## config.mk

```make
export PLATFORM = sky130hd
export DESIGN_NAME = pedestrian_call
export DESIGN_NICKNAME = d
export VERILOG_FILES = /design/src/rtl/traffic_pkg.sv /design/src/rtl/button_debouncer.sv /design/src/rtl/pedestrian_call.sv
export SDC_FILE = /design/constraint.sdc
export NUM_CORES = 1
export LEC_CHECK = 0
export ABC_CLOCK_PERIOD_IN_PS = 2900
export CORE_AREA = 2 2 45 89
export DETAILED_ROUTE_END_ITERATION = 8
export DIE_AREA = 0 0 47 91
export GPL_ROUTABILITY_DRIVEN = 1
export GPL_TIMING_DRIVEN = 0
export HOLD_SLACK_MARGIN = 0.12
export MAX_ROUTING_LAYER = met4
export PLACE_DENSITY_LB_ADDON = 0.25
export SYNTH_ARGS = -nofsm -noshare
export SYNTH_HDL_FRONTEND = slang
export SYNTH_SLANG_ARGS = --single-unit
```

## constraint.sdc

```tcl
create_clock -name CLK -period 2.9 [get_ports CLK]
set_clock_uncertainty 0.2 [all_clocks]
set_input_delay 0.58 -clock CLK [delete_from_list [all_inputs] [get_ports CLK]]
set_output_delay 0.58 -clock CLK [all_outputs]
set_load 0.02 [all_outputs]
```

## src/rtl/traffic_pkg.sv

```systemverilog
// rtl/traffic_pkg.sv - shared types and timing constants for the low-frequency traffic blocks
package traffic_pkg;

  localparam int CLK_LF_HZ = 10000;

  localparam int DEBOUNCE_MS = 20;
  localparam int LOCKOUT_MS  = 2000;
  localparam int BLINK_MS    = 500;

  localparam int DEBOUNCE_CYC_DEFAULT = CLK_LF_HZ * DEBOUNCE_MS / 1000;
  localparam int LOCKOUT_CYC_DEFAULT  = CLK_LF_HZ * LOCKOUT_MS / 1000;
  localparam int BLINK_CYC_DEFAULT    = CLK_LF_HZ * BLINK_MS / 1000;

  typedef enum logic [1:0] {
    IDLE    = 2'd0,
    ARMED   = 2'd1,
    SERVING = 2'd2,
    HOLDOFF = 2'd3
  } ped_state_t;

  // Bits needed to represent values 0..value-1; never less than one bit.
  function automatic int clog2(input int value);
    int result;
    result = 0;
    for (int i = 0; i < 31; i++) begin
      if ((1 << i) < value) result = i + 1;
    end
    return (result < 1) ? 1 : result;
  endfunction

endpackage

```

## src/rtl/button_debouncer.sv

```systemverilog
// rtl/button_debouncer.sv - synchronizer, level debouncer and rising-edge press pulse
module button_debouncer
  import traffic_pkg::*;
#(
  parameter int DEBOUNCE_CYC = DEBOUNCE_CYC_DEFAULT
) (
  input  logic clk,
  input  logic reset,
  input  logic raw,
  output logic press
);

  localparam int CNT_W = clog2(DEBOUNCE_CYC + 1);
  localparam logic [CNT_W-1:0] CNT_LAST = CNT_W'(DEBOUNCE_CYC - 1);
  localparam logic [CNT_W-1:0] CNT_MAX  = CNT_W'(DEBOUNCE_CYC);

  logic             sync1;
  logic             sync2;
  logic             level;
  logic             level_d;
  logic [CNT_W-1:0] cnt;

  always_ff @(posedge clk) begin
    if (reset) begin
      sync1   <= 1'b0;
      sync2   <= 1'b0;
      level   <= 1'b0;
      level_d <= 1'b0;
      cnt     <= '0;
    end else begin
      sync1   <= raw;
      sync2   <= sync1;
      level_d <= level;
      // Any sample matching the accepted level restarts the stability count.
      if (sync2 == level) begin
        cnt <= '0;
      end else if (cnt >= CNT_LAST) begin
        level <= sync2;
        cnt   <= '0;
      end else if (cnt != CNT_MAX) begin
        cnt <= cnt + 1'b1;
      end
    end
  end

  assign press = level & ~level_d;

endmodule

```

## src/rtl/pedestrian_call.sv

```systemverilog
// rtl/pedestrian_call.sv - pedestrian call request FSM with walk handshake, lockout and wait blink
module pedestrian_call
  import traffic_pkg::*;
#(
  parameter int DEBOUNCE_CYC = DEBOUNCE_CYC_DEFAULT,
  parameter int LOCKOUT_CYC  = LOCKOUT_CYC_DEFAULT,
  parameter int BLINK_CYC    = BLINK_CYC_DEFAULT
) (
  input  logic CLK,
  input  logic reset,
  input  logic button,
  input  logic walk,
  output logic request,
  output logic green_led,
  output logic red_led,
  output logic wait_led
);

  localparam int LOCK_W  = clog2(LOCKOUT_CYC + 1);
  localparam int BLINK_W = clog2(BLINK_CYC + 1);
  localparam logic [LOCK_W-1:0]  LOCK_LAST  = LOCK_W'(LOCKOUT_CYC - 1);
  localparam logic [LOCK_W-1:0]  LOCK_MAX   = LOCK_W'(LOCKOUT_CYC);
  localparam logic [BLINK_W-1:0] BLINK_LAST = BLINK_W'(BLINK_CYC - 1);
  localparam logic [BLINK_W-1:0] BLINK_MAX  = BLINK_W'(BLINK_CYC);

  ped_state_t          state;
  ped_state_t          next_state;
  logic [LOCK_W-1:0]   lock_cnt;
  logic [LOCK_W-1:0]   lock_next;
  logic [BLINK_W-1:0]  blink_cnt;
  logic                press;
  logic                request_next;
  logic                green_next;

  button_debouncer #(
    .DEBOUNCE_CYC(DEBOUNCE_CYC)
  ) u_button (
    .clk   (CLK),
    .reset (reset),
    .raw   (button),
    .press (press)
  );

  always_ff @(posedge CLK) begin
    if (reset) begin
      state     <= IDLE;
      lock_cnt  <= '0;
      request   <= 1'b0;
      green_led <= 1'b0;
      red_led   <= 1'b1;
    end else begin
      state     <= next_state;
      lock_cnt  <= lock_next;
      request   <= request_next;
      green_led <= green_next;
      red_led   <= ~green_next;
    end
  end

  // walk wins over a press arriving in the same IDLE cycle.
  always_comb begin
    next_state = state;
    lock_next  = '0;
    case (state)
      IDLE: begin
        if (walk) next_state = SERVING;
        else if (press) next_state = ARMED;
      end
      ARMED: begin
        if (walk) next_state = SERVING;
      end
      SERVING: begin
        if (!walk) next_state = HOLDOFF;
      end
      HOLDOFF: begin
        if (walk) begin
          next_state = SERVING;
        end else if (lock_cnt >= LOCK_LAST) begin
          next_state = IDLE;
        end else begin
          lock_next = (lock_cnt == LOCK_MAX) ? lock_cnt : lock_cnt + 1'b1;
        end
      end
      default: next_state = IDLE;
    endcase
    request_next = (next_state == ARMED);
    green_next   = (next_state == SERVING);
  end

  // Outputs follow next_state so they line up with the state register.
  always_ff @(posedge CLK) begin
    if (reset) begin
      wait_led  <= 1'b0;
      blink_cnt <= '0;
    end else if (next_state == ARMED) begin
      if (state != ARMED) begin
        wait_led  <= 1'b1;
        blink_cnt <= '0;
      end else if (blink_cnt >= BLINK_LAST) begin
        wait_led  <= ~wait_led;
        blink_cnt <= '0;
      end else if (blink_cnt != BLINK_MAX) begin
        blink_cnt <= blink_cnt + 1'b1;
      end
    end else begin
      wait_led  <= 1'b0;
      blink_cnt <= '0;
    end
  end

endmodule

```

* After elaboration in Yosys (flattened, before gate mapping) *
Cells that the tools add are included.
W data, S select, Z words.

word-level totals
  flip-flop bits (word level) = 46
  output and inout port bits = 4
  word-level logic and storage cells = 51
  input port bits = 4

operators by class
  equality and inequality tests = 10
  reductions and logical operators = 7
  add/subtract/negate cells = 3
  bitwise logic cells = 7
  $lt $le $gt $ge = 3
  multiplexer cells = 9

operators with widths
  cell                     count
  $add A15 B1 Y15 const B  1
  $eq A15 B15 Y1 const B   1
  $ge A15 B15 Y1 const B   1
  $add A13 B1 Y13 const B  1
  $ge A13 B13 Y1 const B   1
  $ne A13 B13 Y1 const B   1
  $mux W2                  6
  $add A8 B1 Y8 const B    1
  $ge A8 B8 Y1 const B     1
  $ne A8 B8 Y1 const B     1
  $pmux W2 S4              1
  $reduce_or A4 Y1         2
  $eq A2 B2 Y1 const B     3
  $not A1 Y1               6
  $eq A2 B1 Y1 const B     2
  $reduce_or A3 Y1         1
  $logic_not A2 Y1         1
  $mux W1                  2
  $ne A2 B1 Y1 const B     1
  $reduce_and A2 Y1        1
  $reduce_bool A2 Y1       1
  $reduce_or A2 Y1         1
  $and A1 B1 Y1            1
  $eq A1 B1 Y1             1

* Logic depth before layout (Yosys ltp) *
Gate-level depths: netlist of run 1.

  depth in word-level cells = 8
  depth in mapped cells = 7
  mapped depth without buffers = 6

* Modules after synthesis *
From an unflattened synthesis of run 1, not the netlist that was laid out.

unflattened totals
  cells, all modules = 233
  area total of the unflattened synthesis = 2115.8 µm²

modules (own cells, without submodules)
  module            cells each  times used  sequential area each (µm²)  area an instance (µm²)
  pedestrian_call   177         1           680.7                       1594.0
  button_debouncer  56          1           240.2                       521.8

* Least setup slack after synthesis of run 1 *
No wires, ideal clock.

  path type = reg-to-reg
  from = reg blink_cnt[0]
  to = reg blink_cnt[1]
  setup slack = 0.876 ns
  data required time = 2.636 ns
  clock period less this slack = 2.024 ns
  buffers on the path = 1
  library setup time = 0.064 ns
  cell stages (with the launch flop) = 8
  arrival time = 1.760 ns
  cell sequence = dfxtp_1 ha_1 a21oi_1 nor2b_1 o311a_1 or4_4 buf_6 nor2_1

between the ends
  longest elaborated chain between the ends = 2
  elaborated cells on any way between the ends = 4
  classes of those cells = 1 x add/sub; 1 x order compare; 1 x eq/ne; 1 x reduce/logical

RTL lines
  item                        line                    RTL
  start, declared             pedestrian_call.sv:30   logic [BLINK_W-1:0] blink_cnt;
  start signal, assigned      pedestrian_call.sv:103  blink_cnt <= blink_cnt + 1'b1;
  $ge A13 B13 Y1              pedestrian_call.sv:99   end else if (blink_cnt >= BLINK_LAST) begin
  $reduce_or A4 Y1 (no line)  -

Parallel ways exist; a longest one is shown, timed or not.
A chain may end at the register's enable or synchronous reset.

* Worst setup path in the final report of run 1 *
  from = reg blink_cnt[0]
  to = reg blink_cnt[3]

The elaborated chain is that of the path after synthesis.

==> results of run 1 <==
-- metal layers --
layer  routed length, um  global-route usage  share of wire  up-vias
met2                2207              0.3870           0.61        8
met3                  46             0.03579          0.013        7
li1                    -                   -              -      804
met1                1253              0.1707           0.35      761
met4                  85             0.09722          0.024        0
met5                   0                   -              0        -
-- stage by stage --
| step | total power, uW | setup slack, ns | util | instances |
|---|---|---|---|---|
| after global routing | 1097 | 0.4993 | 0.6332 | 299 |
| final | 1057 | 0.6943 | 0.6332 | 299 |
| after floorplan | 667.9 | 0.8760 | - | 235 |
| after detailed placement | 680.5 | 0.4941 | 0.6080 | 291 |
| after global placement | 680.1 | 0.5110 | 0.6080 | 291 |
| after CTS | 1076 | 0.6710 | 0.6332 | 299 |
-- flip-flops by register name, summed over array words and instances, names as in the netlist --
| register | flops |
|---|---|
| wait_led | 1 |
| u_button.sync1 | 1 |
| state | 2 |
| request | 1 |
| red_led | 1 |
| u_button.level | 1 |
| green_led | 1 |
| lock_cnt | 15 |
| u_button.level_d | 1 |
| u_button.sync2 | 1 |
| blink_cnt | 13 |
| u_button.cnt | 8 |
-- kinds of logic (layout without fill, tap and decap cells) --
logic type | after synthesis | count (layout) | synth area share
compound gates | 11 | 11 | 0.03499
mux | 4 | 4 | 0.01964
buf+inv | 17 | 32 | 0.03560
simple gates | 118 | 118 | 0.2793
xor+xnor | 33 | 33 | 0.1418
flops | 46 | 46 | 0.4518
fa+ha+maj | 6 | 6 | 0.03683
-- cell usage after synthesis --
library cell   n
a2111oi_0      1
a21oi_1        5
a31oi_1        1
and2_1         1
and3_1         4
and4_1         1
buf_2          1
buf_6          1
clkbuf_1       3
dfxtp_1       46
ha_1           6
inv_1         12
mux2i_1        4
nand2_1       17
nand2b_1       2
nand3_1       14
nand4_1        7
nand4b_1       1
nor2_1        46
nor2b_1        6
nor3_1        10
nor3_2         1
nor4_1         1
nor4b_1        1
o211ai_1       1
o21ai_0        1
o311a_1        1
o31a_1         1
or2_2          1
or3_1          3
or3b_2         1
or4_4          1
xnor2_1       13
xor2_1        20
-- final cells by class --
class / instances / area, um^2
fill: 345 / 1309
multi-input combinational: 172 / 1045
sequential: 46 / 920.9
timing repair buffer: 7 / 70.07
clock buffer: 5 / 68.82
tap: 49 / 61.31
inverter: 12 / 45.04
buffer: 5 / 27.53
clock inverter: 3 / 21.27
-- where the power goes --
group | internal (uW) | total, uW | switching (uW) | leakage [uW]
sequential | 636 | 641 | 4.16 | 0.000372
combinational | 12.3 | 24.5 | 12.3 | 0.000333
clock | 169 | 391 | 222 | 0.0000441
-- final timing paths --
| check | startpoint | depth (start not counted) | slack, ns | end |
|---|---|---|---|---|
| max | blink_cnt[0] | 7 | 0.69 | blink_cnt[3] |
| min | u_button.sync1 | 1 | 0.27 | u_button.sync2 |
| max reg2reg | blink_cnt[0] | 7 | 0.69 | blink_cnt[3] |
| min reg2reg | u_button.sync1 | 1 | 0.27 | u_button.sync2 |
==> metrics.md, run 1 <==
| Metric | Value |
|---|---|
| Status | completed |
| Slew headroom | 0.6563 |
| Synthesized area per cell | 8.673 um^2 |
| CP endpoint kind | flop |
| Fin crit share | 0.7606 |
| Max cap viols | 0 |
| 1st-iter DRT viols | 23 |
| Worst hold slack | 0.2692 ns |
| Worst EP arrival | 2.24 ns |
| Mapped Nets | 245 |
| Port Buffers | 7 |
| Core Region | 0.003568 mm^2 |
| Grt ovf | 0 |
| Slew @ Worst Pin | 0.5116 ns |
| Clk_lat worst skew | 0.31 ns |
| VDD IR max | 0.0003465 V |
| Hold Violations, Final | 0 |
| HPWL Detailed | 2744 um |
| I/O Pins | 8 |
| Router iterations before antenna repair | 4 |
| DIE HEIGHT | 91 um |
| CTS tree | done |
| Slew Limit Fails | 0 |
| Critical path class | reg2reg |
| First-pass GRT wire length | 6320 um |
| Via count | 1580 |
| CP bufs+invs | 1 |
| Routed Antenna Nets | 0 |
| Sequential area share after synthesis | 0.4518 |
| Ys Warns | 0 |
| Max incr delay on CP | 0.52 ns |
| Share of the synthesized area in the top cell type | 0.4518 |
| Wire length per cell | 12.01 um |
| # clock sinks | 46 |
| Commonest non-fill, non-tap cells in the layout | nor2_1 (46), dfxtp_1 (46), xor2_1 (20) |
| Fin area | 0.002260 mm^2 |
| Worst-path clk slew | 0.08 ns |
| Clk buf depth | 2 |
| CP Max Fanout | 10 |
| Largest net degree at the start of global routing | 16 |
| Routed vias/inst | 5.284 |
| Fmax | 453.4 MHz |
| FP Rows | 31 |
| Final Wtd Congestion | 0.7460 |
| CP max-delay cell | or4_4 |
| Post-CTS setup buffers | 0 |
| Pwr dens | 467.6 mW/mm^2 |
| Antenna diodes | 0 |
| Inserted Clock Buffers | 5 |
| Vias in the first global route | 1571 |
| Die Wd | 47 um |
| Hold Crit Class | reg2reg |
| Unrepaired setup endpoints after global routing | no |
| GRT Util Overall | 0.2052 |
| CP Launch Type | flop |
| Cell Area, Placed | 0.002170 mm^2 |
| Hold_buf cts | 0 |
| Mapped Cells | 235 |
| Deepest level of the CTS H-tree | 2 |
| Synth cell types | 34 |
| Register bit total from synthesis | 46 |
| LEAKAGE | 0.0007488 uW |
| Total negative slack | 0 ns |
| Leading area contributor after synthesis | dfxtp_1 |
| Crit-path cells | ha_1 -> a21oi_1 -> nor2b_1 -> o311a_1 -> or4_4 -> buf_6 -> nor2_1 |
| Area growth syn-to-layout | 10.87% |
| Initial antenna violation count | 0 |
| Synthesized area | 0.002038 mm^2 |
| DRT Wirelength | 3592 um |
| Final count of negative-setup-slack endpoints | 0 |
| Die area | 0.004277 mm^2 |
| Layout cells sized above 1 | 0.05600 |
| Synth top area cells | dfxtp_1 (45%), xor2_1 (8.6%), nor2_1 (8.5%) |
| Min cycle time layout | 2.206 ns |
| WP data required | 2.94 ns |
| CP delay by family, top | simple AND/OR/NAND/NOR gates |
| Layout Nets | 259 |
| Post-CTS sizing | 0 |
| Drt drc | 0 |
| Initial Util | 0.5712 |
| Clock Tree Root | clkbuf_8 |
(Power assumes the default switching activity.)
==> run 2: changes to the inputs <==
--- a/config.mk
+++ b/config.mk
@@ -5,10 +5,10 @@
 export SDC_FILE = /design/constraint.sdc
 export NUM_CORES = 1
 export LEC_CHECK = 0
-export ABC_CLOCK_PERIOD_IN_PS = 2900
-export CORE_AREA = 2 2 45 89
+export ABC_CLOCK_PERIOD_IN_PS = 1900
+export CORE_AREA = 2 2 47 93
 export DETAILED_ROUTE_END_ITERATION = 8
-export DIE_AREA = 0 0 47 91
+export DIE_AREA = 0 0 49 95
 export GPL_ROUTABILITY_DRIVEN = 1
 export GPL_TIMING_DRIVEN = 0
 export HOLD_SLACK_MARGIN = 0.12
==> constraint.sdc (replaced) <==
create_clock -name CLK -period 1.9 [get_ports CLK]
set_clock_uncertainty 0.2 [all_clocks]
set_input_delay 0.38 -clock CLK [delete_from_list [all_inputs] [get_ports CLK]]
set_output_delay 0.38 -clock CLK [all_outputs]
set_load 0.02 [all_outputs]
==> run 2 against run 1 <==
Effect of this change:
- the run now ends with negative setup slack left
- cell count is 4.0% higher
- worst hold slack worse by 0.026 ns
- critical path depth stayed put
- routed wire length is 3.1% higher
- via count is 0.51% higher
- sequential power is 51% higher
- largest cell class unchanged
==> metrics.md, run 2 (synthesis gave the netlist of run 1 again) <==
| Metric | Value |
|---|---|
| Grt ovf | 0 (unchanged) |
| First-pass GRT wire length | 6265 um (-0.87%) |
| WP data required | 1.93 ns (-1.01 ns) |
| Clk buf depth | 2 (unchanged) |
| Worst-path clk slew | 0.09 ns (about the same) |
| Die area | 0.004655 mm^2 (+8.8%) |
| Initial antenna violation count | 0 (unchanged) |
| Routed vias/inst | 5.106 (-3.4%) |
| Setup ws final | -0.07165 ns (-0.7660 ns) |
| Port Buffers | 7 (unchanged) |
| FP Rows | 33 (+6.5%) |
| DP Worst Slack | -0.3501 ns (-0.8441 ns) |
| Vias in the first global route | 1474 (-6.2%) |
| Hold Violations, Final | 0 (unchanged) |
| # clock sinks | 46 (unchanged) |
| Deepest level of the CTS H-tree | 2 (unchanged) |
| Crit. Startpoint | blink_cnt[1] |
| Worst EP arrival | 2.00 ns (-0.24 ns) |
| HPWL Detailed | 2442 um (-11%) |
| GRT Util Overall | 0.1750 (-0.03026) |
| CP Max Fanout | 5 (-5) |
| Fin crit share | 1.038 (+0.2771) |
| Clock Tree Root | clkbuf_8 |
| Largest net degree at the start of global routing | 15 (-1) |
| Min cycle time layout | 1.972 ns (-0.2340 ns) |
| Placed cell count | 294 (+1.0%) |
| Status | finished with violations |
| Critical path class | reg2reg |
| Unrepaired setup endpoints after global routing | yes |
| Commonest non-fill, non-tap cell in the layout | nor2_1 |
| Fmax | 507.2 MHz (+12%) |
| Wire length per cell | 11.91 um (-0.86%) |
| Die Wd | 49 um (+4.3%) |
| Inserted Clock Buffers | 5 (unchanged) |
| VDD IR max | 0.0006386 V (+84%) |
| CP max-delay cell | or4_4 |
| Non-filler cells, final | 311 (+4.0%) |
| 1st-iter DRT viols | 20 (-13%) |
| Core Region | 0.004005 mm^2 (+12%) |
| Slew @ Worst Pin | 0.4979 ns (-0.01378 ns) |
| Max cap viols | 0 (unchanged) |
| Crit-path cells | ha_4 -> a21oi_2 -> nor2b_1 -> o311a_1 -> or4_4 -> buf_6 -> nor2_1 |
| Final Wtd Congestion | 0.8288 (+11%) |
| Area growth syn-to-layout | 23.63% |
| DRT Wirelength | 3704 um (+3.1%) |
| Hold_sp | u_button.sync1 |
| Initial Util | 0.5089 (-0.06227) |
| Hold Crit Class | reg2reg |
| CTS tree | done |
| Hold_buf cts | 0 (unchanged) |
| Worst reg2reg path startpoint | blink_cnt[1] |
| Routed Antenna Nets | 0 (unchanged) |
| Pwr dens | 692.5 mW/mm^2 (+48%) |
| Largest register FFs | 15 (unchanged) |
| Layout cells sized above 1 | 0.2046 (+0.1486) |
| Layout Nets | 268 (+3.5%) |
| Failing checks | negative setup slack |
| Biggest registers after layout | lock_cnt (15), blink_cnt (13), u_button.cnt (8) |
| Final count of negative-setup-slack endpoints | 12 (+12) |
| CP delay by family, top | simple AND/OR/NAND/NOR gates |
| Commonest non-fill, non-tap cells in the layout | nor2_1 (38), dfxtp_1 (36), xor2_1 (20) |
| Slew headroom | 0.6655 (+0.009255) |
| Max incr delay on CP | 0.47 ns (-0.05 ns) |
| Router iterations before antenna repair | 4 (unchanged) |
| CP endpoint kind | flop |
| Area of the multi-input gates | 0.001166 mm^2 (+12%) |
| Drt drc | 0 (unchanged) |
| LEAKAGE | 0.0008370 uW (+12%) |
| # fillers | 365 (+5.8%) |
| Via count | 1588 (+0.51%) |
| Slew Limit Fails | 0 (unchanged) |
| Top reg by flops | lock_cnt |
| Antenna diodes | 0 (unchanged) |
| CP Launch Type | flop |
| I/O Pins | 8 (unchanged) |
| Clk_lat worst skew | 0.29 ns (-0.02 ns) |
| Register Area | 945.9 um^2 (+2.7%) |
| CP bufs+invs | 1 (unchanged) |
| DIE HEIGHT | 95 um (+4.4%) |
run 2: changes by cell type in the layout (fill, tap and decap cells not counted), moves of 3 or more:
cell	before	now
buf_4	0	7
buf_6	1	4
nor2_1	46	38
dfxtp_2	0	5
dfxtp_1	46	36
ha_1	6	3
nor2_2	0	7
dfxtp_4	0	5
run 2: power breakdown:
part           total [uW]  internal [uW]  switching, uW
registers             971            965           6.85
logic                41.3           20.9           20.4
clock network         732            429            304
run 2: final timing paths:
| check | end | slack [ns] | depth (start not counted) |
|---|---|---|---|
| worst max register to register | blink_cnt[8] | -0.07 | 7 |
| worst min-delay path | u_button.sync2 | 0.24 | 1 |
| worst max-delay path | blink_cnt[8] | -0.07 | 7 |
| worst min register to register | u_button.sync2 | 0.24 | 1 |
run 2: worst register-to-register path, cell delays in order (launching register included):
cell     delay, ns
dfxtp_4       0.37
ha_4          0.16
a21oi_2       0.10
nor2b_1       0.06
o311a_1       0.31
or4_4         0.47
buf_6         0.16
nor2_1        0.08
run 2: final cells by class:
cell class	instances	area share
Timing Repair Buffer	17	0.05958
Multi-Input combinational cell	172	0.4628
Clock buffer	7	0.03426
Clock inverter	1	0.01192
Tap cell	52	0.02582
Sequential cell	46	0.3754
Inverter	12	0.01787
Buffer	4	0.01241
run 2: timing repair:
action / 4_1_cts / 5_1_grt
pin swaps: 8 / 4
gates cloned: 1 / 1
hold endpoints to repair: 0 / 0
setup buffers: 6 / 2
setup endpoints to repair: 36 / 33
resized for setup: 11 / 32
run 2: layer usage:
metal / global-route usage / routed length (um) / up-vias / share of wire
met5: - / 0 / - / 0
met4: 0.07857 / 27 / 0 / 0.0073
met3: 0.03323 / 81 / 2 / 0.022
met2: 0.2820 / 1910 / 20 / 0.52
met1: 0.2112 / 1684 / 737 / 0.45
li1: - / - / 829 / -
run 2: per-stage QoR:
stage / setup TNS [ns] / util / hold slack [ns] / power, uW / instance area [um^2]
2_1_floorplan: -0.06671 / - / 0.2138 / 1018 / 2061
4_1_cts: -1.242 / 0.5992 / 0.2473 / 1775 / 2400
3_5_place_dp: -8.986 / 0.5483 / 0.2261 / 1037 / 2196
3_3_place_gp: -7.888 / 0.5483 / 0.2223 / 1036 / 2196
6_report: -0.6873 / 0.6292 / 0.2429 / 1745 / 2520
5_1_grt: -1.340 / 0.6292 / 0.2721 / 1803 / 2520
